File: src/rtl/scan_mux_pkg.sv
// Shared constants and channel-advance helper for the scan_mux display multiplexer.
package scan_mux_pkg;

    localparam logic MODE_MANUAL = 1'b0;
    localparam logic MODE_SCAN   = 1'b1;

    // The helper works on the widest supported configuration; callers zero-extend.
    localparam int unsigned MASK_W = 16;
    localparam int unsigned IDX_W  = 4;

    // Returns {wrap, idx}: lowest enabled index above cur, else lowest enabled with wrap set.
    // An empty mask leaves cur unchanged and never wraps.
    function automatic logic [IDX_W:0] next_enabled(input logic [MASK_W-1:0] mask,
                                                     input logic [IDX_W-1:0]  cur);
        logic             found;
        logic             wrap;
        logic [IDX_W-1:0] idx;
        found = 1'b0;
        wrap  = 1'b0;
        idx   = cur;
        for (int i = MASK_W - 1; i >= 0; i--) begin
            if (mask[i] && (i > int'(cur))) begin
                idx   = IDX_W'(i);
                found = 1'b1;
            end
        end
        if (!found) begin
            for (int i = MASK_W - 1; i >= 0; i--) begin
                if (mask[i]) begin
                    idx  = IDX_W'(i);
                    wrap = 1'b1;
                end
            end
        end
        return {wrap, idx};
    endfunction

endpackage

File: src/rtl/scan_mux_dwell_timer.sv
// Dwell counter for SCAN mode: counts 0..DWELL-1 while run is high, tick on the last count.
module scan_mux_dwell_timer #(
    parameter int unsigned DWELL = 50_000_000
) (
    input  logic clk,
    input  logic reset,
    input  logic run,
    output logic tick
);

    localparam int unsigned            CNT_W = $clog2(DWELL + 1);
    localparam logic [CNT_W-1:0]       LAST  = CNT_W'(DWELL - 1);

    logic [CNT_W-1:0] r_cnt;

    assign tick = run && (r_cnt == LAST);

    always_ff @(posedge clk) begin
        if (reset || !run) begin
            r_cnt <= '0;
        end else if (r_cnt == LAST) begin
            r_cnt <= '0;
        end else begin
            r_cnt <= r_cnt + 1'b1;
        end
    end

endmodule

File: src/rtl/scan_mux.sv
// N-channel registered multiplexer: MANUAL select or SCAN round-robin over enabled channels.
module scan_mux #(
    parameter int unsigned N_CH  = 7,
    parameter int unsigned W     = 1,
    parameter int unsigned SEL_W = $clog2(N_CH),
    parameter int unsigned DWELL = 50_000_000
) (
    input  logic              clk,
    input  logic              reset,
    input  logic [N_CH*W-1:0] in_bus,
    input  logic [SEL_W-1:0]  sel,
    input  logic              mode,
    input  logic [N_CH-1:0]   ch_en,
    output logic [W-1:0]      out,
    output logic [SEL_W-1:0]  cur_ch,
    output logic              valid,
    output logic              wrap
);

    import scan_mux_pkg::*;

    logic [W-1:0]     r_out;
    logic [SEL_W-1:0] r_cur_ch;
    logic             r_valid;
    logic             r_wrap;

    logic             w_run;
    logic             w_tick;
    logic [IDX_W:0]   w_nxt;
    logic [SEL_W-1:0] w_ch_nxt;
    logic [W-1:0]     w_out_nxt;
    logic             w_valid_nxt;
    logic             w_wrap_nxt;
    logic [W-1:0]     w_ch_data [N_CH];

    for (genvar k = 0; k < N_CH; k++) begin : g_ch
        assign w_ch_data[k] = in_bus[k*W +: W];
    end

    assign w_run = (mode == MODE_SCAN);
    assign w_nxt = next_enabled(MASK_W'(ch_en), IDX_W'(r_cur_ch));

    scan_mux_dwell_timer #(
        .DWELL (DWELL)
    ) u_timer (
        .clk   (clk),
        .reset (reset),
        .run   (w_run),
        .tick  (w_tick)
    );

    // Output data is chosen from the channel that cur_ch will show, so out and cur_ch agree.
    always_comb begin
        w_ch_nxt    = sel;
        w_wrap_nxt  = 1'b0;
        w_out_nxt   = '0;
        w_valid_nxt = 1'b0;
        if (w_run) begin
            w_ch_nxt   = w_tick ? SEL_W'(w_nxt[IDX_W-1:0]) : r_cur_ch;
            w_wrap_nxt = w_tick && w_nxt[IDX_W];
        end
        if (32'(w_ch_nxt) < N_CH) begin
            if (ch_en[w_ch_nxt]) begin
                w_out_nxt   = w_ch_data[w_ch_nxt];
                w_valid_nxt = 1'b1;
            end
        end
    end

    always_ff @(posedge clk) begin
        if (reset) begin
            r_out    <= '0;
            r_cur_ch <= '0;
            r_valid  <= 1'b0;
            r_wrap   <= 1'b0;
        end else begin
            r_out    <= w_out_nxt;
            r_cur_ch <= w_ch_nxt;
            r_valid  <= w_valid_nxt;
            r_wrap   <= w_wrap_nxt;
        end
    end

    assign out    = r_out;
    assign cur_ch = r_cur_ch;
    assign valid  = r_valid;
    assign wrap   = r_wrap;

endmodule

File: config.mk
export PLATFORM = sky130hd
export DESIGN_NAME = scan_mux
export DESIGN_NICKNAME = d
export VERILOG_FILES = /design/src/rtl/scan_mux_pkg.sv /design/src/rtl/scan_mux_dwell_timer.sv /design/src/rtl/scan_mux.sv
export SDC_FILE = /design/constraint.sdc
export NUM_CORES = 1
export LEC_CHECK = 0
export CAP_MARGIN = 20
export CORE_UTILIZATION = 49
export CTS_CLUSTER_SIZE = 28
export DETAILED_ROUTE_END_ITERATION = 10
export GPL_ROUTABILITY_DRIVEN = 0
export PLACE_DENSITY_LB_ADDON = 0.3
export SYNTH_ARGS = -nofsm -noshare
export SYNTH_HDL_FRONTEND = slang
export SYNTH_SLANG_ARGS = --single-unit
File: constraint.sdc
create_clock -name clk -period 3.1 [get_ports clk]
set_input_delay 0.93 -clock clk [delete_from_list [all_inputs] [get_ports clk]]
set_output_delay 0.93 -clock clk [all_outputs]
set_load 0.005 [all_outputs]
== Yosys cells after proc, flatten, opt, wreduce, memory -nomap -nowiden ==
Cells that the tools add are included.
Widths: inputs -> output; s select.
Storage, ports and cells
  bits in registers: 32
  input port bits: 20
  output and inout port bits: 6
  logic and storage cells: 70
Cells by class
  add/sub/neg operators: 1
  magnitude comparators: 9
  equality and inequality tests: 1
  multiplexer cells: 36
  bitwise logic cells: 4
  reduce and logical (&&, ||, !) cells: 14
Operators by type and width (number)
  $mux 3: 16
  $add 26x1->26 const B: 1
  $eq 26x26->1 const B: 1
  $mux 1: 18
  $gt 3x3->1 const A: 3
  $logic_and 1x1->1: 8
  $bmux 1 s3: 2
  $gt 2x3->1 const A: 2
  $reduce_or 2->1: 3
  $ge 4x4->1 const B: 1
  $lt 3x4->1 const B: 1
  $not 3->4: 1
  $gt 1x3->1 const A: 1
  $lt 3x3->1 const B: 1
  $not 1->1: 3
  $reduce_or 3->1: 1
  $logic_not 1->1: 1
  $logic_or 1x1->1: 1

== Logic depth before layout (Yosys ltp) ==
Gate-level depths: netlist of run 1.
  depth in word-level cells: 22
  gate-level depth with buffers: 11
  mapped depth without buffers: 9

== Cells and area by module ==
A second synthesis of run 1 with hierarchy kept.
Second synthesis, totals
  cell total of the unflattened synthesis: 244
  area total of the unflattened synthesis: 2062.0 um^2
Modules (own cells, without submodules)
  scan_mux_dwell_timer: times used 1, cells each 143, area each 1203.7 um^2, sequential area each 520.5 um^2
  scan_mux: times used 1, cells each 101, area each 858.3 um^2, sequential area each 120.1 um^2

== Worst setup path after synthesis of run 1 ==
OpenSTA, ideal clock, no wires.
  kind: in2reg
  start point: in ch_en[6]
  end point: reg r_out (netlist: out)
  library setup time: 0.125 ns
  arrival: 3.152 ns
  required time: 2.975 ns
  path slack: -0.177 ns
  stages: 11
  path buffers: 2
  path through: clkbuf_1 -> nand4b_1 -> o21ai_0 -> o32a_1 -> o41ai_1 -> or4b_1 -> nand2b_1 -> buf_6 -> mux2_2 -> a221oi_1 -> a21boi_1
Between the ends
  cells in the longest elaborated chain, start to end: 21
  elaborated cells on any way between the ends: 33
  those cells by class: 1 x order compare; 27 x mux; 3 x bitwise; 2 x reduce/logical
RTL lines
  start, declared: RTL line scan_mux.sv:13  | input logic [N_CH-1:0] ch_en,
  $logic_and 1x1->1: RTL line scan_mux_pkg.sv:22  | if (mask[i] && (i > int'(cur))) begin
  $mux 3 (6 in a row): RTL line scan_mux_pkg.sv:22
  $mux 3 (7 in a row): RTL line scan_mux_pkg.sv:29  | if (mask[i]) begin
  $mux 3: RTL line scan_mux_pkg.sv:27  | if (!found) begin
  $mux 3: RTL line scan_mux.sv:59  | w_ch_nxt = w_tick ? SEL_W'(w_nxt[IDX_W-1:0]) : r_cur_ch;
  $mux 3: RTL line scan_mux.sv:58  | if (w_run) begin
  $bmux 1 s3 or $not 3->4 (tied branches): RTL line scan_mux.sv:63, scan_mux.sv:64
  $mux 1 (implied by the code) or $bmux 1 s3 (tied branches): RTL line scan_mux.sv:63, scan_mux.sv:64
  $not 1->1 (no line) or $mux 1 (tied branches)
  $reduce_or 3->1 (no line) or $mux 1 (tied branches)
  end signal, assigned: RTL line scan_mux.sv:77  | r_out <= w_out_nxt;
  end, declared: RTL line scan_mux.sv:22  | logic [W-1:0] r_out;
Parallel ways exist; a longest one is shown, timed or not. The select of a mux whose other input is x is not followed.
A chain may end at the register's enable or synchronous reset.

== Worst setup path in the final report of run 1 ==
  start point: in ch_en[5]
  end point: reg r_out (netlist: out)
Between the ends
  cells in the longest elaborated chain, start to end: 20
  elaborated cells on any way between the ends: 31
  those cells by class: 1 x order compare; 25 x mux; 3 x bitwise; 2 x reduce/logical
RTL lines (RTL line)
  $logic_and 1x1->1: scan_mux_pkg.sv:22
  $mux 3 (5 in a row): scan_mux_pkg.sv:22
  $mux 3 (7 in a row): scan_mux_pkg.sv:29
  $mux 3: scan_mux_pkg.sv:27
  $mux 3: scan_mux.sv:59
  $mux 3: scan_mux.sv:58
  $bmux 1 s3 or $not 3->4 (tied branches): scan_mux.sv:63, scan_mux.sv:64
  $mux 1 (implied by the code) or $bmux 1 s3 (tied branches): scan_mux.sv:63, scan_mux.sv:64
  $not 1->1 (no line) or $mux 1 (tied branches)
  $reduce_or 3->1 (no line) or $mux 1 (tied branches)
Parallel ways exist; a longest one is shown, timed or not. The select of a mux whose other input is x is not followed.

==> metrics.cfg, run 1 <==
[detailed_routing]
wire_per_inst_um=14.5
drc=0
wl_met1_mm=2.29
drtPass1Iterations=4
wl_met3_um=203
vias=1906
dr.first_iter.drc_count=99
via_per_inst=5.52
drtAntennaViolNets=0
highest-signal-layer=met4
routed_wl_mm=4.99
wl_met2_mm=2.38

[critical_path]
critPathTopFamily=compound AO/OA/AOI/OAI gates
critical_path_arrival_ns=3.18
worst_path_most_repeated_cell=nand2b_4
cpPeakStageDelay_ns=0.53
end_kind=flip-flop
critical_path_class=in -> reg
cp_max_fo=4
critical_path_buf_inv_count=1
slowest_stage=or4b_4
cp-start-kind=input port
cp_data_required_time_ns=3.27
crit_chain=buf_4, nand2b_4, a21oi_2, o32a_1, o41ai_2, or4b_4, nand2b_4, mux2_4, a221oi_4, a21boi_1
worst-path-stages=10
r2r_cells=9

[clock_network]
cts.sinks=32
cts_tree=done
htree_levels=2
clock_path_buffers=2
cts.clk_slew.worst_paths_ns=0.07
hold_buffers=0
clock_insertion_delay_worst_skew_ns=0.28
cts_buffers=5
clockRootBuffer=clkbuf_8

[placed_design]
dp_slack_ns=-0.562
portBuffers=25
dp_hpwl_mm=3.51
dp.cells=332

[outcome]
run_status=finished, final reports clean

[timing]
timing.setup.tns_ns=0
timing.final.ws_setup_ns=0.0886
fin_crit_sh_pct=97.1
report.final.setup_viol=0
slew_violations=0
clock_skew_ns=0.00569
rsz0062_at_grt=no
timing.fmax_mhz=332
slew_headroom_pct=65.3
hold_viol=0
fin_crit_ns=3.01
tightest_slew_ns=0.507

[min_path]
min_path_cells=1
hold_class=reg -> reg

[layout]
final_cell_mix=nor2_1, buf_4, dfxtp_1, nand2_1, clkdlybuf4s50_1
layout_commonest_cell=nor2_1
layout.nets=317
drive_above_1_share_pct=24.6
finalNonFillerCells=345
diodes=0
fin_util_pct=70.6
syn_to_final_growth_pct=37.4

[synth]
synth_flop_cell=dfxtp_1
syn_area_per_cell_sq_um=8.03
synthesis.nets=257
synth-seq-cells=32
postSynthCellCount=236
ys_warn_count=0
seq_area_frac_synth_pct=33.8
synth_edf_count=0
async_flop_share_pct=0
synth_area_sq_mm=0.00189
yosys.cell_types.count=51

[grt]
antenna_found_initial=0
grt_max_degree=27
grt_pass1_wl_mm=8.38
grt_pass1_vias=1871
grt-ovfl-total=0
grt.total_usage_pct=26.2

[floorplan]
start_util_pct=51.4
fp.dieH_um=64.2
die_x_um=64.2
ioPinCount=26
core-area_sq_mm=0.00369
rows=22
die-area_sq_mm=0.00412

[power]
p_leak_nw=0.989
ir_worst_vdd_mv=0.336
power_mw=0.948
powerDensity_mw_per_mm2=364

[job]
cap_violations=0

[synthesized netlist by cell type, types with 3 or more instances]
master	number	area, sq um
nand4_1	3	18.8
o21ai_0	12	60.1
xor2_1	13	114
a21boi_0	3	22.5
dfxtp_1	32	641
a21oi_1	11	55.1
clkbuf_1	7	26.3
a31oi_1	3	18.8
and4_1	3	26.3
or3_1	7	43.8
nor2_1	39	146
xnor2_1	6	52.6
and3_1	5	31.3
nor3_1	6	30.0
nand2b_1	5	31.3
inv_1	10	37.5
nand3_1	9	45.0
mux2i_1	4	40.0
nand2_1	19	71.3
[path summary, 6_finish.rpt]
check	start	endpoint	slack, ns
min	u_timer.r_cnt[0]	u_timer.r_cnt[0]	0.47
max	ch_en[5]	out	0.09
max reg2reg	u_timer.r_cnt[7]	out	0.12
min reg2reg	u_timer.r_cnt[0]	u_timer.r_cnt[0]	0.47
[registers in the layout, indices dropped and copies added, names as in the netlist]
register	flops
u_timer.r_cnt	26
cur_ch	3
out	1
valid	1
wrap	1
[report_power, final]
part	switching, mW	internal (mW)
combinational	0.0861	0.107
clock	0.149	0.177
sequential	0.0111	0.418
[logic make-up (layout without fill, tap and decap cells)]
group,Yosys count,count (layout),share of synthesized area [%]
adders and majority gates,1,1,0.660
buffers and inverters,18,79,3.96
and+or+nand+nor,112,112,31.6
DFF,32,32,33.8
muxes,5,5,2.71
AOI/OAI and AO/OA,49,49,18.4
xor gates and xnor gates,19,19,8.78
[what timing repair did]
action | CTS | global route
gates resized for setup | 18 | 22
setup buffers | 1 | 4
pin swaps | 8 | 8
endpoints found under the setup margin | 2 | 1
[cell type report]
type                            count  area [sq um]
Fill cell                         302          1090
Tap cell                           48          60.1
Timing Repair Buffer               61           504
Clock buffer                        6          82.6
Clock inverter                      2          10.0
Inverter                           10          37.5
Multi-Input combinational cell    186          1270
Sequential cell                    32           641
[per-layer routing]
metal / vias up / track usage, %
met5: - / 0
met4: 0 / 14.4
met2: 38 / 42.0
li1: 959 / -
met1: 897 / 32.0
met3: 12 / 6.25
[through the flow]
stage,area (sq um),hold slack (ns)
6_report,2600,0.473
5_1_grt,2600,0.517
4_1_cts,2550,0.478
3_5_place_dp,2410,0.466
3_3_place_gp,2410,0.455
2_1_floorplan,1910,0.438
No activity file was read; power rests on OpenSTA's default activity.
==> inputs of run 2 (changes only) <==
GPL_TIMING_DRIVEN = 1   (was not set)
==> results of run 2 <==
Same layout as run 1: the final DEF is identical, and so are final timing and power.
